<file path="config.mk">
export PLATFORM = sky130hd
export DESIGN_NAME = mac_acc_pipe
export DESIGN_NICKNAME = d
export VERILOG_FILES = /design/src/rtl/mac_acc_pipe.sv
export SDC_FILE = /design/constraint.sdc
export NUM_CORES = 1
export LEC_CHECK = 0
export BUFFER_PORTS_ARGS = -buffer_cell sky130_fd_sc_hd__buf_2
export CORE_ASPECT_RATIO = 0.8
export CORE_UTILIZATION = 60
export DETAILED_ROUTE_END_ITERATION = 10
export PLACE_DENSITY = 0.87
export SETUP_SLACK_MARGIN = 0.15
export SLEW_MARGIN = 20
export SYNTH_ARGS = -nofsm -noshare
export SYNTH_HDL_FRONTEND = slang
export SYNTH_SLANG_ARGS = --single-unit
</file>
<file path="constraint.sdc">
create_clock -name clk -period 5.8 [get_ports clk]
set_input_delay 0.87 -clock clk [delete_from_list [all_inputs] [get_ports clk]]
set_output_delay 0.87 -clock clk [all_outputs]
set_load 0.02 [all_outputs]
</file>
<file path="src/rtl/mac_acc_pipe.sv">
// Two-stage pipelined unsigned multiply-accumulate for dot products, vectors framed by in_last.
// Optional build macro MAC_ACC_SATURATE_EN clamps the accumulator to all-ones after an overflow.
module mac_acc_pipe #(
  parameter int unsigned DATA_WIDTH = 8,
  parameter int unsigned ACC_WIDTH  = 24,
  parameter int unsigned CNT_WIDTH  = 8
) (
  input  logic                  clk,
  input  logic                  rst,
  input  logic                  in_valid,
  input  logic                  in_last,
  input  logic [DATA_WIDTH-1:0] a,
  input  logic [DATA_WIDTH-1:0] b,
  output logic [ACC_WIDTH-1:0]  out,
  output logic                  out_valid,
  output logic [CNT_WIDTH-1:0]  out_count,
  output logic                  out_ovf,
  output logic                  busy
);

  localparam int unsigned PROD_WIDTH = 2 * DATA_WIDTH;
  localparam int unsigned SUM_WIDTH  = ACC_WIDTH + 1;

  typedef enum logic {
    S_IDLE  = 1'b0,
    S_ACCUM = 1'b1
  } state_t;

  state_t                state;
  state_t                state_next;

  logic [PROD_WIDTH-1:0] prod;
  logic [ACC_WIDTH-1:0]  p1;
  logic                  v1;
  logic                  l1;

  logic [ACC_WIDTH-1:0]  acc;
  logic [CNT_WIDTH-1:0]  cnt;
  logic                  ovf_sticky;

  logic [SUM_WIDTH-1:0]  sum;
  logic                  carry;
  logic                  ovf_next;
  logic [ACC_WIDTH-1:0]  acc_new;
  logic [CNT_WIDTH-1:0]  cnt_next;

  // Full-precision product of the two operands.
  always_comb begin
    prod = PROD_WIDTH'(a) * PROD_WIDTH'(b);
  end

  // Stage 1: register the product and its framing.
  always_ff @(posedge clk) begin
    if (rst) begin
      p1 <= '0;
      v1 <= 1'b0;
      l1 <= 1'b0;
    end else begin
      v1 <= in_valid;
      if (in_valid) begin
        p1 <= ACC_WIDTH'(prod);
        l1 <= in_last;
      end
    end
  end

  // Stage 2 arithmetic: one extra sum bit exposes the carry out of the accumulator.
  always_comb begin
    sum      = SUM_WIDTH'(acc) + SUM_WIDTH'(p1);
    carry    = sum[ACC_WIDTH];
    ovf_next = ovf_sticky | carry;
    cnt_next = (cnt == {CNT_WIDTH{1'b1}}) ? cnt : cnt + CNT_WIDTH'(1);
`ifdef MAC_ACC_SATURATE_EN
    acc_new  = ovf_next ? {ACC_WIDTH{1'b1}} : sum[ACC_WIDTH-1:0];
`else
    acc_new  = sum[ACC_WIDTH-1:0];
`endif
  end

  // Stage 2: accumulate, or publish the result and restart on the last term.
  always_ff @(posedge clk) begin
    if (rst) begin
      acc        <= '0;
      cnt        <= '0;
      ovf_sticky <= 1'b0;
      out        <= '0;
      out_count  <= '0;
      out_ovf    <= 1'b0;
      out_valid  <= 1'b0;
    end else begin
      out_valid <= 1'b0;
      if (v1) begin
        if (l1) begin
          out        <= acc_new;
          out_count  <= cnt_next;
          out_ovf    <= ovf_next;
          out_valid  <= 1'b1;
          acc        <= '0;
          cnt        <= '0;
          ovf_sticky <= 1'b0;
        end else begin
          acc        <= acc_new;
          cnt        <= cnt_next;
          ovf_sticky <= ovf_next;
        end
      end
    end
  end

  // Vector state register.
  always_ff @(posedge clk) begin
    if (rst) begin
      state <= S_IDLE;
    end else begin
      state <= state_next;
    end
  end

  // ACCUM while a term will sit in stage 1 or a partial sum survives this edge.
  always_comb begin
    state_next = state;
    if (in_valid) begin
      state_next = S_ACCUM;
    end else if (v1) begin
      state_next = l1 ? S_IDLE : S_ACCUM;
    end else begin
      state_next = (cnt != '0) ? S_ACCUM : S_IDLE;
    end
  end

  // Output decode of the vector state.
  always_comb begin
    busy = 1'b0;
    if (state == S_ACCUM) begin
      busy = 1'b1;
    end
  end

endmodule

</file>
==> results of run 1 <==
==> cells in the final DEF, fill, tap and decap left out, types with 5 or more instances in the layout <==
| cell type | instances |
|---|---|
| a21o_1 | 5 |
| a22oi_1 | 12 |
| and3_1 | 5 |
| o21ai_0 | 26 |
| a211oi_1 | 7 |
| nor3_1 | 12 |
| ha_1 | 54 |
| xnor2_1 | 18 |
| mux2i_1 | 13 |
| xor2_1 | 15 |
| nand2_1 | 59 |
| a31oi_1 | 8 |
| nand3_1 | 21 |
| and2_1 | 53 |
| fa_1 | 37 |
| inv_1 | 62 |
| nand2b_1 | 6 |
| dfxtp_1 | 86 |
| a21oi_1 | 36 |
| or3_1 | 6 |
| nor2_1 | 53 |
| buf_2 | 54 |
| clkbuf_16 | 9 |
| a22o_1 | 26 |
==> how the worst max path moves through the flow <==
stage                                      to  startpoint  cells after the start  slack, ns
final                     p1[13]$_SDFFE_PP0P_        b[4]                     18       0.86
after global routing      p1[13]$_SDFFE_PP0P_        b[4]                     18       0.62
after CTS                 p1[13]$_SDFFE_PP0P_        b[4]                     18       0.90
after detailed placement  p1[13]$_SDFFE_PP0P_        b[4]                     18       0.53
after global placement    p1[13]$_SDFFE_PP0P_        b[4]                     18       0.67
after floorplan           p1[14]$_SDFFE_PP0P_        b[4]                     15       0.95
==> flip-flops by register name, summed over array words and instances, names as in the netlist, 8 cells and up <==
name	cells
acc	24
cnt	8
p1	16
out	24
out_count	8
==> cell type report <==
cell class	instances	area [sq um]
Multi-Input combinational cell	527	4080
Fill cell	757	2950
Sequential cell	86	1720
Timing Repair Buffer	57	293
Inverter	62	233
Clock buffer	9	225
Tap cell	136	170
Clock inverter	7	97.6
==> worst max-delay path, stage by stage <==
cell	delay (ns)
buf_2	0.14
and2_1	0.18
fa_1	0.55
inv_1	0.05
fa_1	0.48
inv_1	0.06
fa_1	0.53
inv_1	0.05
fa_1	0.52
inv_1	0.04
ha_1	0.32
o21a_1	0.12
o31a_1	0.12
nor4_1	0.46
o311ai_0	0.24
xor2_1	0.18
mux2i_1	0.17
nor2_1	0.05
==> through the flow <==
step	setup slack, ns	utilization [%]
after floorplan	0.953	-
after global placement	0.668	66.5
after detailed placement	0.528	66.5
after CTS	0.905	69.9
after global routing	0.619	69.9
final	0.860	69.9
==> metal layers <==
metal	GRT usage (%)	part of all wire [%]	vias up
met5	0	0	-
met4	9.31	2.1	0
met3	5.43	5.8	37
met2	47.3	48	171
met1	37.2	44	2560
li1	-	-	2501
==> power by group <==
group          leakage [uW]  switching (uW)  internal, uW
Sequential         0.000698            34.0           634
Combinational       0.00236             442           333
Clock              0.000152             247           379
==> cell families (layout without fill, tap and decap cells) <==
kind of cell | after synthesis | in the layout
buf+inv | 88 | 135
compound gates | 152 | 152
flops | 86 | 86
xor+xnor | 33 | 33
simple gates | 237 | 237
mux | 14 | 14
fa+ha+maj | 91 | 91
==> impl_metrics.tcl, run 1 <==
set metrics [dict create \
    port_buffers 54 \
    fmax_mhz 202 \
    drt_iter0_drc 403 \
    tightest_slew_ns 0.988 \
    die_area_sq_um 10600 \
    area_growth_pct 11.3 \
    cp.arrival_ns 5.14 \
    cap_violations 0 \
    cts_resized 0 \
    synth_mux_area_share_pct 2.31 \
    syn-cell-area_sq_um 6130 \
    yosysMostFrequentCell "dfxtp_1" \
    stdcell_area_sq_um 6820 \
    synth_xor_area_share_pct 4.71 \
    ys_seq_elements 86 \
    hold_depth 2 \
    period_minus_slack_ns 4.94 \
    postCtsHoldBufs 0 \
    rows 32 \
    critPathCaptureType "flip-flop" \
    htreeDepth 3 \
    postRouteAntennaNets 0 \
    cts_tree "done" \
    grt_start_max_net_pins 53 \
    r2r_slack_ns 2.91 \
    grt_pass1_vias 5188 \
    start_kind "input port" \
    irDropWorstVdd_v 0.000170 \
    ys_async_sr_fraction_pct 0 \
    syn_nets 812 \
    stdcell_count 884 \
    synthTopCellsByCount "dfxtp_1, inv_1, nand2_1, ha_1" \
    cts_sinks 86 \
    clk_latency_ns 0.35 \
    synth_edf_count 0 \
    fp.dieH_um 92.4 \
    synth_warnings 0 \
    post_cts_buffers 0 \
    finalHoldViolCount 0 \
    crit_required_ns 6.00 \
    yosys.cell_types.count 60 \
    antenna_found_initial 0 \
    cts_root_buffer "clkbuf_16" \
    synth_top_family_by_area "adder cells" \
    grt_overflow 0 \
    ios 55 \
    die-width_um 115 \
    hold_class "flip-flop to flip-flop" \
    synth_top_area_share_pct 28.1 \
    synth_cells 701 \
    power.total_uw 2070 \
    leakage_uw 0.00321 \
    setup_viol 0 \
    hold_end "out[16]$_SDFFE_PP0P_" \
    worst-path-max-fanout 8 \
    criticalPathCategory "input port to flip-flop" \
    r2r_start "p1[0]$_SDFFE_PP0P_" \
    r2r_end "acc[22]$_SDFFE_PP0P_" \
    drt-total-wl_mm 14.0 \
    holdWs_ns 0.453 \
    routabilityCongestion 0.910 \
    wire_per_inst_um 15.9 \
    via_count 5269 \
    first_pass_iters 5 \
    ff2ff_path_depth 9 \
    grt_pass1_wl_mm 24.2 \
    synth_flop_cell "dfxtp_1" \
    clockBufferDepth 2 \
    hpwl_mm 10.3 \
    synth_top_area_cell "dfxtp_1" \
    path_clk_slew_ns 0.07 \
    status "completed" \
    hold_path_startpoint "out[16]$_SDFFE_PP0P_" \
    drive_above_1_share_pct 10.8 \
    rsz0062_at_grt "false" \
    powerDensity_nw_per_um2 303 \
    fin_skew_ns 0.00845 \
    synth_seq_area_share_pct 28.1 \
    dp.cells 868 \
    drc 0 \
    place_area_sq_um 6500 \
    synth_compound_area_share_pct 17.0 \
    grt_use_total_pct 28.5 \
    post-route-period-util_pct 85.2 \
    yosys.area_share.simple_pct 19.4 \
    avgSynthCellArea_sq_um 8.75 \
    synthAdderAreaFrac_pct 23.1 \
    max_slew_margin_pct 34.1 \
    cts_buffers 9 \
    initial_core_util_pct 62.8 \
    diodes 0 \
    tns_ns 0 \
    fin_nets 854 \
    synthTopCellsByArea "dfxtp_1, fa_1, ha_1" \
    finalMaxSlewViolations 0 \
    viasPerCell 5.96 \
    design.core.area_sq_um 9770 \
]
No activity file was read; power rests on OpenSTA's default activity.
==> run 2, diff against run 1 <==
--- a/config.mk
+++ b/config.mk
@@ -5,11 +5,13 @@
 export SDC_FILE = /design/constraint.sdc
 export NUM_CORES = 1
 export LEC_CHECK = 0
+export ABC_CLOCK_PERIOD_IN_PS = 5800
 export BUFFER_PORTS_ARGS = -buffer_cell sky130_fd_sc_hd__buf_2
 export CORE_ASPECT_RATIO = 0.8
 export CORE_UTILIZATION = 60
 export DETAILED_ROUTE_END_ITERATION = 10
 export PLACE_DENSITY = 0.87
+export REMOVE_ABC_BUFFERS = 1
 export SETUP_SLACK_MARGIN = 0.15
 export SLEW_MARGIN = 20
 export SYNTH_ARGS = -nofsm -noshare
==> run 2 against run 1 <==
Die area is the same. Cell count shrank 0.11%. Register-to-register slack gained 0.02 ns. Critical path type unchanged. Largest cell class unchanged.
==> impl_metrics.tcl, run 2 (synthesis gave the netlist of run 1 again) <==
set metrics [dict create \
    first_pass_iters 7 \
    fin_skew_ns 0.0106 \
    critPathCaptureType "flip-flop" \
    crit_chain "buf_2 -> and2_1 -> fa_1 -> fa_1 -> inv_1 -> fa_1 -> fa_1 -> inv_1 -> ha_1 -> o21ai_0 -> o21bai_1 -> a2111oi_0 -> buf_4 -> o311ai_0 -> xor2_1 -> mux2i_1 -> nor2_1" \
    fp.dieH_um 92.4 \
    post-route-period-util_pct 84.2 \
    cts_resized 0 \
    finalHoldViolCount 0 \
    layout_commonest_cell "dfxtp_1" \
    leakage_uw 0.00319 \
    htreeDepth 3 \
    grt_use_total_pct 28.2 \
    path_delay_family "adder cells" \
    final_cell_mix "dfxtp_1, inv_1, nand2_1" \
    max_slew_margin_pct 30.8 \
    hpwl_mm 10.1 \
    period_minus_slack_ns 4.89 \
    rsz0062_at_grt "false" \
    drive_above_1_share_pct 10.6 \
    fmax_mhz 205 \
    start_kind "input port" \
    viasPerCell 5.90 \
    drc 0 \
    power.total_uw 1990 \
    rows 32 \
    worst-path-max-fanout 8 \
    path_clk_slew_ns 0.06 \
    cts_buffers 9 \
    irDropWorstVdd_v 0.000196 \
    routabilityCongestion 0.932 \
    cts_tree "done" \
    dr_wl_met3_um 739 \
    tns_ns 0 \
    hold_class "flip-flop to flip-flop" \
    diodes 0 \
    area_growth_pct 10.5 \
    ff_latch_area_sq_um 1720 \
    drt-total-wl_mm 13.8 \
    grt_pass1_wl_mm 24.0 \
    grt_overflow 0 \
    die-width_um 115 \
    ios 55 \
    postCtsHoldBufs 0 \
    grt_pass1_vias 5216 \
    postRouteAntennaNets 0 \
    multi_input_area_sq_um 4080 \
    slowest_stage "fa_1" \
    drt_iter0_drc 400 \
    wire_per_inst_um 15.7 \
    criticalPathCategory "input port to flip-flop" \
    met1_length_mm 6.29 \
    top_layer "met4" \
    cpMostUsedCell "fa_1" \
    antenna_found_initial 0 \
    cts_sinks 86 \
    finalMaxSlewViolations 0 \
    initial_core_util_pct 62.8 \
    die_area_sq_um 10600 \
    clockBufferDepth 2 \
    status "completed" \
    design.core.area_sq_um 9770 \
    slowest_delay_ns 0.54 \
    tightest_slew_ns 1.04 \
    setup_viol 0 \
    fin_nets 853 \
    largest_registers "acc (24), out (24), p1 (16)" \
    route.met2.wl_mm 6.55 \
    cp.arrival_ns 5.07 \
    grt_start_max_net_pins 53 \
    crit_required_ns 5.99 \
    cts_root_buffer "clkbuf_16" \
    clk_latency_ns 0.34 \
    port_buffers 54 \
    num-fill-cells 742 \
    cap_violations 0 \
    post_cts_buffers 0 \
    via_count 5214 \
    critPathBufInv 4 \
    powerDensity_nw_per_um2 294 \
]
## run 2: metrics by stage
| stage | cells | utilization (%) | hold slack [ns] | setup slack [ns] | cell area, sq um |
|---|---|---|---|---|---|
| 4_1_cts | 883 | 69.4 | 0.452 | 0.903 | 6780 |
| 3_5_place_dp | 867 | 66.5 | 0.438 | 0.551 | 6490 |
| 2_1_floorplan | 675 | - | 0.438 | 0.966 | 6030 |
| 5_1_grt | 883 | 69.4 | 0.472 | 0.581 | 6780 |
| 6_report | 883 | 69.4 | 0.445 | 0.914 | 6780 |
| 3_3_place_gp | 867 | 66.5 | 0.431 | 0.675 | 6490 |
## run 2: cell type report
class	instances	area share, %
clock buffer	11	3.58
timing repair buffer	56	4.21
tap	136	2.51
multi-input combinational	527	60.3
sequential	86	25.4
inverter	62	3.43
clock inverter	5	0.609
## run 2: report_power, final
group          internal [uW]  switching (uW)  total [uW]  leakage (uW)
combinational            333             443         776       0.00236
sequential               634            35.5         670      0.000698
clock                    306             242         548      0.000133
## run 2: path summary, 6_finish.rpt
path                                      startpoint              endpoint  slack, ns  cells after the start
worst min register to register  out[18]$_SDFFE_PP0P_  out[18]$_SDFFE_PP0P_       0.45                      2
worst max-delay path                            b[4]   p1[14]$_SDFFE_PP0P_       0.91                     17
worst max register to register    p1[0]$_SDFFE_PP0P_  acc[22]$_SDFFE_PP0P_       2.93                      9
worst min-delay path            out[18]$_SDFFE_PP0P_  out[18]$_SDFFE_PP0P_       0.45                      2
## run 2: routing by layer
metal / track usage (%) / up-vias
met4: 8.98 / 0
met3: 4.97 / 31
met2: 45.7 / 169
li1: - / 2506
met5: 0 / -
met1: 38.1 / 2508
## run 2: worst reg2reg max path, delay by kind of cell, from the launching register on
family	cells	cell delay, ns
adder cells (fa/ha/maj)	2	0.66
AND/OR/NAND/NOR	3	0.71
flip-flops	1	0.32
AO/OA/AOI/OAI	4	1.09
